--- src/rtl/multiple_operand_adder_4x4.sv ---
// Four-operand unsigned adder: two carry-save levels of full adders followed by a
// ripple carry-propagate adder, with the result and a valid strobe registered.
module multiple_operand_adder_4x4 #(
  parameter int unsigned WIDTH = 4
) (
  input  logic             clk,
  input  logic             rst_n,
  input  logic             in_valid,
  input  logic [WIDTH-1:0] x,
  input  logic [WIDTH-1:0] y,
  input  logic [WIDTH-1:0] z,
  input  logic [WIDTH-1:0] w,
  output logic             out_valid,
  output logic [WIDTH+2:0] sum
);

  localparam int unsigned L2W  = WIDTH + 1;
  localparam int unsigned CPAW = WIDTH + 2;

  logic [WIDTH-1:0] w_s1;
  logic [WIDTH-1:0] w_c1;
  logic [L2W-1:0]   w_l2_a;
  logic [L2W-1:0]   w_l2_b;
  logic [L2W-1:0]   w_l2_c;
  logic [L2W-1:0]   w_s2;
  logic [L2W-1:0]   w_c2;
  logic [CPAW-1:0]  w_cpa_a;
  logic [CPAW-1:0]  w_cpa_b;
  logic [CPAW-1:0]  w_cpa_s;
  logic             w_carry;
  logic [WIDTH+2:0] w_result;

  logic             r_out_valid;
  logic [WIDTH+2:0] r_sum;

  // CSA level 1: one full adder per bit on x, y, z.
  assign w_s1 = x ^ y ^ z;
  assign w_c1 = (x & y) | (x & z) | (y & z);

  // CSA level 2: c1 carries weight 2, so it enters shifted left by one.
  assign w_l2_a = {1'b0, w_s1};
  assign w_l2_b = {w_c1, 1'b0};
  assign w_l2_c = {1'b0, w};
  assign w_s2   = w_l2_a ^ w_l2_b ^ w_l2_c;
  assign w_c2   = (w_l2_a & w_l2_b) | (w_l2_a & w_l2_c) | (w_l2_b & w_l2_c);

  assign w_cpa_a = {1'b0, w_s2};
  assign w_cpa_b = {w_c2, 1'b0};

  always_comb begin
    w_carry = 1'b0;
    w_cpa_s = '0;
    for (int i = 0; i < CPAW; i++) begin
      w_cpa_s[i] = w_cpa_a[i] ^ w_cpa_b[i] ^ w_carry;
      w_carry    = (w_cpa_a[i] & w_cpa_b[i]) | (w_cpa_a[i] & w_carry) |
                   (w_cpa_b[i] & w_carry);
    end
  end

  // Final carry is kept as the MSB; it is always 0 for in-range operands.
  assign w_result = {w_carry, w_cpa_s};

  always_ff @(posedge clk or negedge rst_n) begin
    if (!rst_n) begin
      r_out_valid <= 1'b0;
      r_sum       <= '0;
    end else begin
      r_out_valid <= in_valid;
      // Gate on in_valid so undefined operands never reach the register.
      if (in_valid) begin
        r_sum <= w_result;
      end
    end
  end

  assign out_valid = r_out_valid;
  assign sum       = r_sum;

endmodule

--- config.mk ---
export PLATFORM = sky130hd
export DESIGN_NAME = multiple_operand_adder_4x4
export DESIGN_NICKNAME = d
export VERILOG_FILES = /design/src/rtl/multiple_operand_adder_4x4.sv
export SDC_FILE = /design/constraint.sdc
export NUM_CORES = 1
export LEC_CHECK = 0
export CORE_MARGIN = 1.5
export CORE_UTILIZATION = 42
export CTS_BUF_LIST = sky130_fd_sc_hd__clkbuf_16
export DETAILED_ROUTE_END_ITERATION = 10
export GPL_TIMING_DRIVEN = 0
export HOLD_SLACK_MARGIN = 0.05
export PLACE_DENSITY = 0.92
export SYNTH_ARGS = -nofsm -noshare
export SYNTH_HDL_FRONTEND = slang
export SYNTH_SLANG_ARGS = --single-unit
--- constraint.sdc ---
create_clock -name clk -period 1.4 [get_ports clk]
set_input_delay 0.14 -clock clk [delete_from_list [all_inputs] [get_ports clk]]
set_output_delay 0.14 -clock clk [all_outputs]
set_load 0.01 [all_outputs]
Word-level counts from Yosys, hierarchy flattened
Index checks and enable logic that the tools add are counted.
W data, S select, Z words.
{"block": "word_totals", "in_bits": 19, "out_inout_bits": 8, "memories": 0, "latchBits": 0, "ramBits": 0, "word_cells": 41, "mem_bits_ro": 0, "regBits": 8}
{"block": "op_classes", "multipliers": 0, "eq_ne": 0, "bitwise_logic": 39, "mux": 0, "div_mod_pow": 0, "n_reduce_logical": 0, "shift": 0, "n_addsub": 0, "order_cmp": 0}
{"op": "$and A4 B4 Y4", "n": 4}
{"op": "$and A1 B1 Y1", "n": 11}
{"op": "$or A4 B4 Y4", "n": 2}
{"op": "$xor A1 B1 Y1", "n": 8}
{"op": "$xor A4 B4 Y4", "n": 2}
{"op": "$or A1 B1 Y1", "n": 6}
{"op": "$and A4 B5 Y5", "n": 1}
{"op": "$and A5 B4 Y5", "n": 1}
{"op": "$or A5 B4 Y5", "n": 1}
{"op": "$or A5 B5 Y5", "n": 1}
{"op": "$xor A4 B5 Y5", "n": 1}
{"op": "$xor A5 B4 Y5", "n": 1}

Longest topological paths before layout
{"block": "logic_depth", "ltp_word": 17, "mapped_depth": 11}

Least setup slack after synthesis
Ideal clock, no wire load.
{"block": "synth_timing", "path_type": "input-to-reg", "from": "input port y[1]", "to": "register r_sum[4] (netlist: sum[4])", "n_path_buf": 0, "stages": 11, "path_slack_ps": -1420, "required_ps": 1275, "arrival_ps": 2695, "path_cell_list": "fa_1 inv_1 fa_1 inv_1 ha_1 fa_1 inv_1 fa_1 inv_1 fa_1 mux2_4"}
{"block": "synth_between", "elab_chain_len": 12}
{"element": "from (decl)", "line_no": "10", "text": "input logic [WIDTH-1:0] y,"}
{"element": "$and A4 B4 Y4 or $xor A4 B4 Y4 (tied branches)", "line_no": "38, 37"}
{"element": "$or A4 B4 Y4 or $xor A4 B4 Y4 (tied branches)", "line_no": "38, 37"}
{"element": "$or A4 B4 Y4, or another cell as far along", "line_no": "38", "text": "assign w_c1 = (x & y) | (x & z) | (y & z);"}
{"element": "$xor A4 B5 Y5, or another cell as far along", "line_no": "44", "text": "assign w_s2 = w_l2_a ^ w_l2_b ^ w_l2_c;"}
{"element": "$xor A5 B4 Y5, or another cell as far along", "line_no": "44"}
{"element": "$and A1 B1 Y1", "line_no": "55", "text": "w_carry = (w_cpa_a[i] & w_cpa_b[i]) | (w_cpa_a[i] & w_carry) |"}
{"element": "$or A1 B1 Y1 (2 in series)", "line_no": "55"}
{"element": "$and A1 B1 Y1", "line_no": "55"}
{"element": "$or A1 B1 Y1", "line_no": "55"}
{"element": "$or A1 B1 Y1 *", "line_no": "55"}
{"element": "$xor A1 B1 Y1 *", "line_no": "54", "text": "w_cpa_s[i] = w_cpa_a[i] ^ w_cpa_b[i] ^ w_carry;"}
{"element": "named net w_cpa_s[4]", "line_no": "29", "text": "logic [CPAW-1:0] w_cpa_s;"}
{"element": "to (signal assigned)", "line_no": "71", "text": "r_sum <= w_result;"}
{"element": "to (decl)", "line_no": "34", "text": "logic [WIDTH+2:0] r_sum;"}
The timed path passes the listed nets; every way through them passes the cells marked *.
A chain may end at the register's enable or synchronous reset.

Worst setup path in the final report
{"block": "layout_timing", "from": "input port z[1]", "to": "register r_sum[4] (netlist: sum[4])"}
{"block": "layout_between", "elab_chain_len": 12}
{"element": "from (decl)", "line_no": "11", "text": "input logic [WIDTH-1:0] z,"}
{"element": "$and A4 B4 Y4", "line_no": "38"}
{"element": "$or A4 B4 Y4 (2 in series)", "line_no": "38"}
{"element": "$xor A4 B5 Y5", "line_no": "44"}
{"element": "$xor A5 B4 Y5", "line_no": "44"}
{"element": "$and A1 B1 Y1", "line_no": "55"}
{"element": "$or A1 B1 Y1 (2 in series)", "line_no": "55"}
{"element": "$and A1 B1 Y1", "line_no": "55"}
{"element": "$or A1 B1 Y1", "line_no": "55"}
{"element": "$or A1 B1 Y1 *", "line_no": "55"}
{"element": "$xor A1 B1 Y1 *", "line_no": "54"}
{"element": "named net w_cpa_s[4]", "line_no": "29"}
Marks and branches as above.

==> qor.yml <==
status: "finished, violations left"
violations: "negative setup slack"
path_cells: "buf_6, fa_1, inv_1, fa_1, inv_2, ha_4, fa_2, inv_2, fa_2, inv_2, fa_2, mux2_4"
rows: 13
fin_area_um2: 941
crit_arrival_ps: 2810
hpwlAfterDp_um: 890
peakVddDrop_v: 0.000974
synth_cell_types: 9
synth.top_cell.area_share_pct: 34.6
tritoncts_num_sinks: 7
wl_per_cell_um: 11.4
clock_path_buffers: 2
clk_pin_slew_ps: 40
totalWireLength_mm: 1.04
post-route-drc-count: 0
drv_cap: 0
synth_top_family_by_area: "adder cells"
cts_buffers: 3
slew_violations: 0
placed_area_um2: 868
num_vias: 408
hold_path_class: "input port to asynchronous set/reset pin"
final_hold_viol_count: 0
gp_congestion: 0.674
drive_above_1_share_pct: 30.3
yosysTopAreaCell: "fa_1"
yosys.area_share.simple_pct: 0
synth_fa_ha_area_share_pct: 38.9
max_stage_delay_ps: 520
rsz0062_at_grt: "true"
grt_use_total_pct: 19.1
synthFlopType: "dfrtp_1"
fin_setup_tns_ps: -4410
setup.worst_path.start_class: "input port"
layout_min_cycle_time_ps: 2700
crit_path_end_kind: "flip-flop"
synth.cells.most_frequent: "19 x inv_1, 10 x fa_1, 7 x dfrtp_1"
design.core.area_um2: 1300
routed_via_density: 4.48
portBuffers: 25
reg2reg_slack_ps: 620
synthMuxAreaShare_pct: 14.7
drtPass1Iterations: 2
yosys.cell_count.top_type: "inv_1"
ys_ff_latch: 7
yosys_warnings: 0
post_cts_buffers: 0
grt_max_degree: 8
pwr_density_cell_nw_per_um2: 1450
area_growth_syn_to_layout_pct: 62.4
setup_viol: 5
cts_tree: "yes"
worst_slack_ps: -1300
die-area_um2: 1610
synth.cell_area_um2: 579
critical_path_class: "input port to flip-flop"
synthTopCellsByArea: "fa_1 35%, dfrtp_1 30%, mux2_4 13%"
yosysSeqAreaShare_pct: 30.2
fmax_mhz: 370
clkLatencyLatePin_ps: 230
grt_overflow: 0
hold_slack_ps: 167
drtIter0Drc: 5
final_nets: 108
diodes: 0
fin_crit_sh_pct: 193
synth_xor_xnor_area_share_pct: 0
antenna_found_initial: 0
cpMaxStageDelayCell: "fa_1"
die_h_um: 40.1
crit_required_ps: 1510
synth-compound-area-share_pct: 0
root_buffer: "clkbuf_16"
die_w_um: 40.1
ys_async_sr_fraction_pct: 100
htree_levels: 1
p_leak_uw: 0.000476
grt_pass1_vias: 479
path_max_fanout: 1
avgSynthCellArea_um2: 12.3
ios: 27
grt_pass1_wl_mm: 1.90
start_util_pct: 44.5
syn-num-nets: 78
synth_edf_count: 0
fill_cells: 104
multi_input_area_um2: 337
fin_skew_ps: 0
syn_inst: 47
antenna_left: 0
seq_area_um2: 175
-- per-layer routing --
layer  vias up  global-route usage, %  part of all wire (%)
met4         0                   5.17                     0
met5         -                      0                     0
met2        18                   35.5                    60
met3         0                   7.22                   8.1
met1       205                   19.7                    31
li1        185                      -                     -
-- worst max-delay path: cells and delay by family --
| kind | cells | cell delay (ps) |
|---|---|---|
| buf+inv | 5 | 280 |
| mux | 1 | 270 |
| fa+ha+maj | 6 | 2130 |
-- state kept, by name (all words and copies together), names as in the netlist --
name       cells
out_valid      1
sum            6
-- cells by family after synthesis --
logic type | Yosys count
buf+inv | 21
fa+ha+maj | 12
flops | 7
mux | 6
other cells | 1
-- what timing repair did --
item | 4_1_cts | 5_1_grt
pin swaps | 9 | 6
hold buffers | 0 | 0
endpoints found under the setup margin | 6 | 5
gates resized for setup | 24 | 1
-- area by class of cell --
type,instances,area share (%)
Inverter,19,7.58
Clock buffer,3,7.98
Buffer,2,1.99
Multi-Input combinational cell,19,35.8
Clock inverter,1,0.399
Timing Repair Buffer,25,25.7
Sequential cell,7,18.6
Tap cell,15,1.99
-- per-stage QoR --
stage | cells | total power [uW] | util [%] | setup slack [ps]
CTS | 91 | 1390 | 71.8 | -1340
detailed placement | 87 | 892 | 66.7 | -1860
global placement | 87 | 864 | 66.7 | -1830
finish | 91 | 1370 | 72.3 | -1300
floorplan | 47 | 613 | - | -1340
global route | 91 | 1450 | 72.3 | -1370
-- final timing paths --
path                                         start             endpoint  depth (start not counted)
worst max-delay path                          z[1]   sum[4]$_DFFE_PN0P_                         12
worst min-delay path                         rst_n   sum[5]$_DFFE_PN0P_                          1
worst max register to register  sum[4]$_DFFE_PN0P_   sum[4]$_DFFE_PN0P_                          1
worst min register to register  sum[2]$_DFFE_PN0P_   sum[2]$_DFFE_PN0P_                          1
max in group asynchronous                    rst_n   sum[3]$_DFFE_PN0P_                          1
min in group clk                          in_valid  out_valid$_DFF_PN0_                          1
-- report_power, final --
group	total, uW	switching (uW)	internal (uW)
Clock	483	112	372
Combinational	560	215	344
Sequential	322	43.2	279
-- placed cells by master, fill, tap and decap left out --
cell type and instances:
fa_2 4, mux2_4 5, conb_1 1, dfrtp_1 7, clkbuf_16 3, buf_6 3
buf_4 1, buf_2 1, ha_4 1, inv_1 15, mux2i_1 1, clkdlybuf4s50_1 16
inv_2 5, ha_1 1, fa_1 6, clkdlybuf4s15_1 1, dlygate4sd2_1 5
(Power assumes the default switching activity.)
